--- src/rtl/vga_pkg.sv ---
// Shared VGA constants, pattern mode encoding and colour types for the test pattern generator.
package vga_pkg;

    localparam int H_ACTIVE  = 640;
    localparam int V_ACTIVE  = 480;
    localparam int BAR_WIDTH = 80;
    localparam int NUM_BARS  = 8;

    typedef enum logic [1:0] {
        MODE_BARS     = 2'd0,
        MODE_GRADIENT = 2'd1,
        MODE_CHECKER  = 2'd2,
        MODE_SOLID    = 2'd3
    } pattern_mode_t;

    typedef struct packed {
        logic [7:0] r;
        logic [7:0] g;
        logic [7:0] b;
    } rgb_t;

    // Fixed pattern rotation: BARS -> GRADIENT -> CHECKER -> SOLID -> BARS.
    function automatic pattern_mode_t next_mode(input pattern_mode_t m);
        pattern_mode_t n;
        case (m)
            MODE_BARS:     n = MODE_GRADIENT;
            MODE_GRADIENT: n = MODE_CHECKER;
            MODE_CHECKER:  n = MODE_SOLID;
            default:       n = MODE_BARS;
        endcase
        return n;
    endfunction

    // Bar index from column using a chain of comparators against bar edges, no divider.
    // Columns beyond the last bar edge fall into the final (black) bar.
    function automatic logic [2:0] bar_index(input logic [9:0] col);
        logic [2:0] idx;
        idx = 3'(NUM_BARS - 1);
        for (int k = NUM_BARS - 1; k >= 1; k--) begin
            if (col < 10'(k * BAR_WIDTH)) begin
                idx = 3'(k - 1);
            end
        end
        return idx;
    endfunction

    // SMPTE-like bar palette: white, yellow, cyan, green, magenta, red, blue, black.
    function automatic rgb_t bar_colour(input logic [2:0] idx);
        rgb_t c;
        case (idx)
            3'd0:    c = '{r: 8'hFF, g: 8'hFF, b: 8'hFF};
            3'd1:    c = '{r: 8'hFF, g: 8'hFF, b: 8'h00};
            3'd2:    c = '{r: 8'h00, g: 8'hFF, b: 8'hFF};
            3'd3:    c = '{r: 8'h00, g: 8'hFF, b: 8'h00};
            3'd4:    c = '{r: 8'hFF, g: 8'h00, b: 8'hFF};
            3'd5:    c = '{r: 8'hFF, g: 8'h00, b: 8'h00};
            3'd6:    c = '{r: 8'h00, g: 8'h00, b: 8'hFF};
            default: c = '{r: 8'h00, g: 8'h00, b: 8'h00};
        endcase
        return c;
    endfunction

endpackage

--- src/rtl/pattern_sequencer.sv ---
// Pattern mode FSM with frame counter; advances one mode every FRAMES_PER_MODE frames.
module pattern_sequencer
    import vga_pkg::*;
#(
    parameter int FRAMES_PER_MODE = 120
) (
    input  logic          clk_25,
    input  logic          n_rst,
    input  logic          vsync_in,
    input  logic          freeze,
    output pattern_mode_t mode
);

    // A single-frame mode still needs a 1-bit counter; it simply wraps every frame.
    localparam int CNT_W = (FRAMES_PER_MODE > 1) ? $clog2(FRAMES_PER_MODE) : 1;
    localparam logic [CNT_W-1:0] CNT_LAST = CNT_W'(FRAMES_PER_MODE - 1);

    logic             r_vsync_prev;
    logic [CNT_W-1:0] r_frame_cnt;
    pattern_mode_t    r_mode;

    logic             w_frame_edge;
    logic [CNT_W-1:0] w_cnt_nxt;
    pattern_mode_t    w_mode_nxt;

    // Frame boundary is the falling edge of the active-low vsync.
    assign w_frame_edge = r_vsync_prev & ~vsync_in;

    // Registered vsync sample used for edge detection; idles high like the sync itself.
    always_ff @(posedge clk_25 or negedge n_rst) begin
        if (!n_rst) begin
            r_vsync_prev <= 1'b1;
        end else begin
            r_vsync_prev <= vsync_in;
        end
    end

    // Mode and frame counter state registers.
    always_ff @(posedge clk_25 or negedge n_rst) begin
        if (!n_rst) begin
            r_mode      <= MODE_BARS;
            r_frame_cnt <= '0;
        end else begin
            r_mode      <= w_mode_nxt;
            r_frame_cnt <= w_cnt_nxt;
        end
    end

    // Count frames only at boundaries and only when not frozen; wrap advances the mode.
    always_comb begin
        w_mode_nxt = r_mode;
        w_cnt_nxt  = r_frame_cnt;
        if (w_frame_edge && !freeze) begin
            if (r_frame_cnt == CNT_LAST) begin
                w_cnt_nxt  = '0;
                w_mode_nxt = next_mode(r_mode);
            end else begin
                w_cnt_nxt = r_frame_cnt + 1'b1;
            end
        end
    end

    assign mode = r_mode;

endmodule

--- config.mk ---
export PLATFORM = sky130hd
export DESIGN_NAME = pattern_sequencer
export DESIGN_NICKNAME = d
export VERILOG_FILES = /design/src/rtl/vga_pkg.sv /design/src/rtl/pattern_sequencer.sv
export SDC_FILE = /design/constraint.sdc
export NUM_CORES = 1
export LEC_CHECK = 0
export BUFFER_PORTS_ARGS = -buffer_cell sky130_fd_sc_hd__buf_4
export CAP_MARGIN = 20
export CELL_PAD_IN_SITES_DETAIL_PLACEMENT = 1
export CELL_PAD_IN_SITES_GLOBAL_PLACEMENT = 2
export CORE_ASPECT_RATIO = 0.9
export CORE_UTILIZATION = 34
export DETAILED_ROUTE_END_ITERATION = 6
export GPL_ROUTABILITY_DRIVEN = 0
export GPL_TIMING_DRIVEN = 0
export PLACE_DENSITY_LB_ADDON = 0.1
export SKIP_CTS_REPAIR_TIMING = 1
export SLEW_MARGIN = 0
export SYNTH_ARGS = -nofsm -noshare
export SYNTH_HDL_FRONTEND = slang
export SYNTH_SLANG_ARGS = --single-unit
--- constraint.sdc ---
create_clock -name clk_25 -period 1.8 [get_ports clk_25]
set_input_delay 0 -clock clk_25 [delete_from_list [all_inputs] [get_ports clk_25]]
set_output_delay 0 -clock clk_25 [all_outputs]
set_load 0.02 [all_outputs]
==> impl_metrics.yaml, run 1 <==
route:
  top_layer: "met3"
  route.detailed.wl_per_inst_um: 15.8
  ant_nets: 0
  vias: 430
  first_pass_iters: 3
  routed_wl_um: 1210
  met3_wirelength_um: 53
  drtIter0Drc: 4
  drc: 0
  dr_wl_met2_um: 634
  wl_met1_um: 526
  vias_per_cell: 5.58
setup_path:
  worstReg2RegStart: "r_vsync_prev"
  worstPathRequired_ps: 1960
  critPathLaunchType: "flip-flop"
  r2r_slack_ps: 70
  crit_path_end_kind: "flip-flop"
  critical_path.cell_chain: "or3b_1 -> buf_6 -> nor3_4 -> mux2_1"
  reg2reg_depth: 4
  slowest_stage: "dfstp_2"
  crit_arrival_ps: 1880
  cp_slowest_stage_delay_ps: 540
  regToRegEndpoint: "mode[1]"
  worstSetupPathType: "flip-flop to flip-flop"
  crit_fanout: 6
pwr:
  sw_frac_of_total: 0.304
  p_per_area_nw_per_um2: 964
  power_frac_comb: 0.165
  cellLeakagePower_nw: 0.303
  p_sw_mw: 0.193
  seqPwrFrac: 0.505
  p_int_mw: 0.441
  p_total_mw: 0.634
  vdd_drop_max_v: 0.000555
  p_clk_frac: 0.330
timing:
  grt_setup_unrepaired: "false"
  fin_setup_tns_ps: 0
  post-route-period-util: 0.960
  slew_headroom: 0.635
  fmax_ghz: 0.579
  clock_skew_ps: 2.64
  layout_min_cycle_time_ps: 1730
  hold_slack_ps: 53.0
  report.final.slew_viol_count: 0
  worst_pin_slew_ps: 547
  setup_violations: 0
  timing.final.ws_setup_ps: 71.9
  hold_viol_final: 0
cells_and_area:
  final_layout_size_suffix_gt1_frac: 0.226
  nets: 71
  num-fill-cells: 160
  area_delta_synth_final_pct: 20.7
  diodes: 0
synthesis:
  synth_cell_types: 25
  syn_avg_cell_area_um2: 10.7
  synth_area_leaders: "dfrtp_1 (41%), ha_1 (9.2%), dfstp_2 (4.8%)"
  yosysWarnings: 0
  yosysTopAreaCellShare: 0.414
  synth-seq-cells: 10
  synthesis.nets: 59
  netlist_area_um2: 544
  postSynthCellCount: 51
  synth_top_area_cell: "dfrtp_1"
  ys_seq_area_frac: 0.462
placed_design:
  port_buffers: 5
  dpl.hpwl_um: 920
  pre_cts_slack_ps: 87.9
cts:
  clock_tree.buffer_depth: 2
  clk_pin_slew_ps: 70
  h-tree-depth: 1
  clock-sinks: 10
  cts-root-buf: "clkbuf_4"
  cts_made_buffers: 3
  insertion_delay_ps: 270
  cts_tree: "built"
global_routing:
  antenna_found_initial: 0
  grt_first_pass_wirelength_um: 2100
  first_global_vias: 446
  grtUsageTotal: 0.178
  grt_max_degree: 11
  overflow: 0
min_path:
  worst_hold_path_type: "input pin to flip-flop"
  hold_depth: 4
  holdCritStartpoint: "freeze"
  whs_endpoint: "r_frame_cnt[1]"
floorplanning:
  row_count: 13
  die_w_um: 44.2
  io-pin-count: 6
  dieArea_um2: 1770
  initial_core_util: 0.372
  core_area_um2: 1460
  die_h_um: 40.0
job:
  maxCapViolations: 0
outcome:
  status: "completed"
how the worst max path moves through the flow:
stage / startpoint / endpoint / depth (start not counted)
floorplan: r_vsync_prev / mode[1] / 4
global route: r_vsync_prev / mode[1] / 4
detailed placement: r_vsync_prev / mode[1] / 4
CTS: r_vsync_prev / mode[1] / 4
finish: r_vsync_prev / mode[1] / 4
global placement: r_vsync_prev / mode[1] / 4
routing by layer:
metal  vias to the layer above  GRT usage
li1                        208          -
met1                       217      0.203
met2                         5      0.309
met3                         0     0.0811
met4                         0     0.0455
met5                         -          0
power groups by stage:
stage,Clock (mW),Sequential [mW],Combinational (mW)
2_1_floorplan,0,0.308,0.0743
3_3_place_gp,0,0.317,0.0944
3_5_place_dp,0,0.322,0.103
4_1_cts,0.209,0.318,0.103
5_1_grt,0.224,0.324,0.121
6_report,0.209,0.320,0.104
sequential cells by signal, summed over array words and instances (netlist names):
name          cells
mode              2
r_frame_cnt       7
r_vsync_prev      1
metrics by stage:
stage                util  cell area, um^2  std cells
floorplan               -              544         51
global placement    0.410              601         71
detailed placement  0.410              601         71
CTS                 0.435              637         75
global route        0.449              657         77
finish              0.449              657         77
cells by family after synthesis:
kind of cell | share of synthesized area
simple gates | 0.216
compound gates | 0.113
flops | 0.462
buf+inv | 0.0414
fa+ha+maj | 0.0920
mux | 0.0598
xor+xnor | 0.0161
synth_stat cells:
| master | count |
|---|---|
| nand3_1 | 4 |
| nand3b_1 | 1 |
| o21ai_0 | 4 |
| nor3_4 | 1 |
| xnor2_1 | 1 |
| buf_6 | 1 |
| dfrtp_1 | 9 |
| or3b_1 | 1 |
| and3_1 | 1 |
| inv_1 | 3 |
| mux2_2 | 1 |
| a31oi_1 | 2 |
| and4bb_2 | 1 |
| mux2i_1 | 1 |
| nor2_1 | 1 |
| or3_1 | 1 |
| nor3b_1 | 1 |
| nand4_1 | 1 |
| dfstp_2 | 1 |
| o211ai_1 | 2 |
| mux2_1 | 1 |
| ha_1 | 4 |
| nand2_1 | 6 |
| o21bai_1 | 1 |
| o22ai_1 | 1 |
critical path, delay by kind of cell, from the launching register on:
kind | cells | cell delay (ps)
flops | 1 | 540
simple gates | 2 | 580
buf+inv | 1 | 150
mux | 1 | 340
cell usage in the layout, fill, tap and decap left out, types with 2 or more instances in the layout:
cell type      instances
buf_4                  5
nand2_1                6
inv_1                  3
clkbuf_4               3
dfrtp_1                9
a31oi_1                2
dlygate4sd3_1          2
o21ai_0                4
ha_1                   4
o211ai_1               2
nand3_1                4
final cells by class:
| type | count | area [um^2] | share of cell area |
|---|---|---|---|
| Inverter | 3 | 11.3 | 0.0171 |
| Multi-Input combinational cell | 37 | 270 | 0.411 |
| Tap cell | 15 | 18.8 | 0.0286 |
| Buffer | 1 | 11.3 | 0.0171 |
| Clock buffer | 4 | 36.3 | 0.0552 |
| Sequential cell | 10 | 251 | 0.383 |
| Timing Repair Buffer | 7 | 57.6 | 0.0876 |
(Power assumes the default switching activity.)
==> run 2, diff against run 1 <==
--- a/config.mk
+++ b/config.mk
@@ -11,3 +11,2 @@
 export CELL_PAD_IN_SITES_GLOBAL_PLACEMENT = 2
-export CORE_ASPECT_RATIO = 0.9
 export CORE_UTILIZATION = 34
==> constraint.sdc (replaced) <==
create_clock -name clk_25 -period 1.8 [get_ports clk_25]
set_input_delay 0.27 -clock clk_25 [delete_from_list [all_inputs] [get_ports clk_25]]
set_output_delay 0.27 -clock clk_25 [all_outputs]
set_load 0.02 [all_outputs]
==> impl_metrics.yaml, run 2 (synthesis gave the netlist of run 1 again) <==
outcome:
  status: "completed"
setup_path:
  path_delay_family: "simple AND/OR/NAND/NOR gates"
  critical_path_buf_inv_count: 1
  worstSetupPathType: "flip-flop to flip-flop"
  startpoint: "r_vsync_prev"
  critPathLaunchType: "flip-flop"
  critical_path.cell_chain: "or3b_1 -> buf_6 -> nor3_4 -> mux2_4"
  slowest_stage: "dfstp_2"
  r2r_slack_ps: 110
  worstPathRequired_ps: 1960
  crit_path_end_kind: "flip-flop"
  crit_fanout: 6
  worstReg2RegStart: "r_vsync_prev"
  cp_slowest_stage_delay_ps: 530
  crit_arrival_ps: 1850
timing:
  fmax_ghz: 0.592
  clock_skew_ps: 5.40
  hold_viol_final: 0
  report.final.slew_viol_count: 0
  post-route-period-util: 0.939
  fin_setup_tns_ps: 0
  setup_violations: 0
  slew_headroom: 0.707
  worst_pin_slew_ps: 439
  grt_setup_unrepaired: "false"
  layout_min_cycle_time_ps: 1690
cts:
  insertion_delay_ps: 270
  clock_tree.buffer_depth: 2
  clock-sinks: 10
  cts_made_buffers: 3
  h-tree-depth: 1
  clk_pin_slew_ps: 70
  cts-root-buf: "clkbuf_4"
  cts_tree: "built"
global_routing:
  antenna_found_initial: 0
  grtUsageTotal: 0.158
  grt_max_degree: 11
  overflow: 0
  grt_first_pass_wirelength_um: 2040
  first_global_vias: 454
floorplanning:
  row_count: 14
  die_w_um: 42.0
  die_h_um: 42.0
  dieArea_um2: 1760
  core_area_um2: 1510
  io-pin-count: 6
  initial_core_util: 0.361
cells_and_area:
  layout_commonest_cell: "dfrtp_1"
  largest_register_ff_count: 7
  area_delta_synth_final_pct: 19.8
  stdcell_count: 77
  fin_util: 0.433
  fin_area_um2: 652
  layout_common_cells: "dfrtp_1 (9), nand2_1 (6), buf_4 (5)"
  final_layout_size_suffix_gt1_frac: 0.246
  nets: 70
  top_register: "r_frame_cnt"
  diodes: 0
pwr:
  cellLeakagePower_nw: 0.299
  vdd_drop_max_v: 0.000457
  sw_frac_of_total: 0.302
  p_sw_mw: 0.190
  p_per_area_nw_per_um2: 966
  power_frac_comb: 0.161
  seqPwrFrac: 0.510
  p_int_mw: 0.439
  p_clk_frac: 0.329
min_path:
  worst_hold_path_type: "input pin to flip-flop"
  holdCritStartpoint: "vsync_in"
route:
  drtIter0Drc: 5
  vias_per_cell: 5.57
  routed_wl_um: 1160
  first_pass_iters: 4
  drc: 0
  vias: 429
  route.detailed.wl_per_inst_um: 15.0
  ant_nets: 0
job:
  maxCapViolations: 0
placed_design:
  placed_area_um2: 602
  dp_cells: 72
  port_buffers: 5
  dpl.hpwl_um: 847
[run 2: cell count changes in the layout (fill, tap and decap cells not counted), sizes merged]
cell | previous run | this run
dlygate4sd3 | 2 | 1
[run 2: per-layer routing]
| layer | global-route usage | routed length (um) | up-vias | share of wire |
|---|---|---|---|---|
| met4 | 0.0938 | 32 | 0 | 0.028 |
| met3 | 0.0259 | 56 | 5 | 0.048 |
| li1 | - | - | 204 | - |
| met1 | 0.208 | 524 | 209 | 0.45 |
| met5 | 0 | 0 | - | 0 |
| met2 | 0.244 | 542 | 11 | 0.47 |
[run 2: per-stage QoR]
stage / hold WS (ps) / total power [mW] / worst slack [ps]
finish: 117 / 0.629 / 110
global placement: 102 / 0.412 / 128
global route: 117 / 0.667 / 31.2
CTS: -190 / 0.633 / 89.1
floorplan: -25.6 / 0.382 / 166
detailed placement: 107 / 0.422 / 103
[run 2: layout make-up]
cell class / count / area [um^2]
plain buffers: 1 / 11.3
clock buffers: 4 / 36.3
fillers: 171 / 855
inverters: 3 / 11.3
multi-input cells: 37 / 274
flip-flops and latches: 10 / 251
well taps: 16 / 20.0
repair buffers: 6 / 47.5
[run 2: final timing paths]
kind | to | cells after the start
worst max register to register | mode[1] | 4
max in group asynchronous | r_vsync_prev | 2
min in group asynchronous | mode[1] | 2
worst min-delay path | r_vsync_prev | 1
worst min register to register | r_frame_cnt[1] | 2
worst max-delay path | mode[1] | 4
[run 2: power groups by stage]
stage                     Combinational, mW  Clock [mW]  Sequential (mW)
after floorplan                      0.0743           0            0.308
after global placement               0.0933           0            0.319
after detailed placement              0.102           0            0.321
after CTS                             0.103       0.213            0.317
after global routing                  0.115       0.223            0.329
final                                 0.102       0.207            0.321
==> run 3, diff against run 2 <==
- RECOVER_POWER: not set -> 100
==> impl_metrics.yaml, run 3 (synthesis gave the netlist of run 1 again) <==
outcome:
  status: "completed"
floorplanning:
  initial_core_util: 0.361
  die_h_um: 42.0
  die_w_um: 42.0
  io-pin-count: 6
  row_count: 14
  core_area_um2: 1510
  dieArea_um2: 1760
global_routing:
  antenna_found_initial: 0
  grtUsageTotal: 0.158
  overflow: 0
  first_global_vias: 454
  grt_max_degree: 11
  grt_first_pass_wirelength_um: 2040
cts:
  clock-sinks: 10
  cts_tree: "built"
  clk_pin_slew_ps: 70
  insertion_delay_ps: 270
  clock_tree.buffer_depth: 2
  h-tree-depth: 1
  cts-root-buf: "clkbuf_4"
  cts_made_buffers: 3
timing:
  grt_setup_unrepaired: "false"
  clock_skew_ps: 5.08
  slew_headroom: 0.613
  post-route-period-util: 0.939
  report.final.slew_viol_count: 0
  fmax_ghz: 0.592
  layout_min_cycle_time_ps: 1690
  setup_violations: 0
  fin_setup_tns_ps: 0
  hold_viol_final: 0
  worst_pin_slew_ps: 581
route:
  ant_nets: 0
  first_pass_iters: 4
  vias_per_cell: 5.57
  route.detailed.wl_per_inst_um: 15.0
  drtIter0Drc: 3
  drc: 0
  vias: 429
  routed_wl_um: 1160
pwr:
  cellLeakagePower_nw: 0.286
  power_frac_comb: 0.159
  p_per_area_nw_per_um2: 984
  p_clk_frac: 0.330
  p_sw_mw: 0.190
  p_int_mw: 0.437
  sw_frac_of_total: 0.303
  p_total_mw: 0.627
  seqPwrFrac: 0.511
  vdd_drop_max_v: 0.000455
cells_and_area:
  largest_register_ff_count: 7
  layout_common_cells: "dfrtp_1 (9), nand2_1 (6)"
  final_layout_size_suffix_gt1_frac: 0.148
  top_register: "r_frame_cnt"
  nets: 70
  num-fill-cells: 175
  layout_commonest_cell: "dfrtp_1"
  diodes: 0
  area_delta_synth_final_pct: 17.0
  stdcell_count: 77
  fin_util: 0.423
placed_design:
  port_buffers: 5
  dpl.hpwl_um: 847
  dp_cells: 72
setup_path:
  crit_fanout: 6
  critPathLaunchType: "flip-flop"
  crit_path_end_kind: "flip-flop"
  worstReg2RegStart: "r_vsync_prev"
  regToRegEndpoint: "mode[1]"
  reg2reg_depth: 4
  crit_arrival_ps: 1850
  worstSetupPathType: "flip-flop to flip-flop"
  r2r_slack_ps: 110
  worstPathRequired_ps: 1960
min_path:
  worst_hold_path_type: "input pin to flip-flop"
  holdCritStartpoint: "vsync_in"
  whs_endpoint: "r_vsync_prev"
  hold_depth: 1
job:
  maxCapViolations: 0
[run 3: cell types whose count changed in the layout (fill, tap and decap cells not counted)]
cell,change
buf_4,-4
clkbuf_1,+4
and4bb_1,+1
dfstp_2,-1
dfstp_1,+1
and4bb_2,-1
[run 3: worst max-delay path, cell delays in order, from the launching register on]
cell	delay, ps
dfstp_1	530
or3b_1	360
buf_6	150
nor3_4	220
mux2_4	320
[run 3: metrics by stage]
| step | instance area (um^2) | worst slack (ps) | hold WS (ps) |
|---|---|---|---|
| finish | 637 | 110 | 122 |
| global route | 637 | 19.8 | 138 |
| CTS | 638 | 89.1 | -190 |
| detailed placement | 602 | 103 | 107 |
| global placement | 602 | 128 | 102 |
| floorplan | 544 | 166 | -25.6 |
[run 3: worst max-delay path by stage]
stage                            start  cells past startpoint  slack, ps  endpoint
after floorplan           r_vsync_prev                      4        170   mode[1]
after global placement    r_vsync_prev                      4        130   mode[1]
after detailed placement  r_vsync_prev                      4        100   mode[1]
after CTS                 r_vsync_prev                      4         90   mode[1]
after global routing      r_vsync_prev                      4         20   mode[1]
final                     r_vsync_prev                      4        110   mode[1]
[run 3: area by class of cell]
class,count,area [um^2],share of cell area
Buffer,1,11.3,0.0177
Multi-Input combinational cell,37,274,0.430
Tap cell,16,20.0,0.0314
Timing Repair Buffer,6,32.5,0.0511
Sequential cell,10,251,0.395
Clock buffer,4,36.3,0.0570
Inverter,3,11.3,0.0177
[run 3: power by group through the flow]
stage / Sequential [mW] / Combinational [mW] / Clock, mW
after floorplan: 0.308 / 0.0743 / 0
after global placement: 0.319 / 0.0933 / 0
after detailed placement: 0.321 / 0.102 / 0
after CTS: 0.317 / 0.103 / 0.213
after global routing: 0.328 / 0.113 / 0.223
final: 0.320 / 0.0996 / 0.207
[run 3: layer usage]
layer	up-vias	GRT usage	share of wire
li1	204	-	-
met1	209	0.208	0.45
met2	11	0.244	0.47
met3	5	0.0259	0.050
met4	0	0.0938	0.028
met5	-	0	0
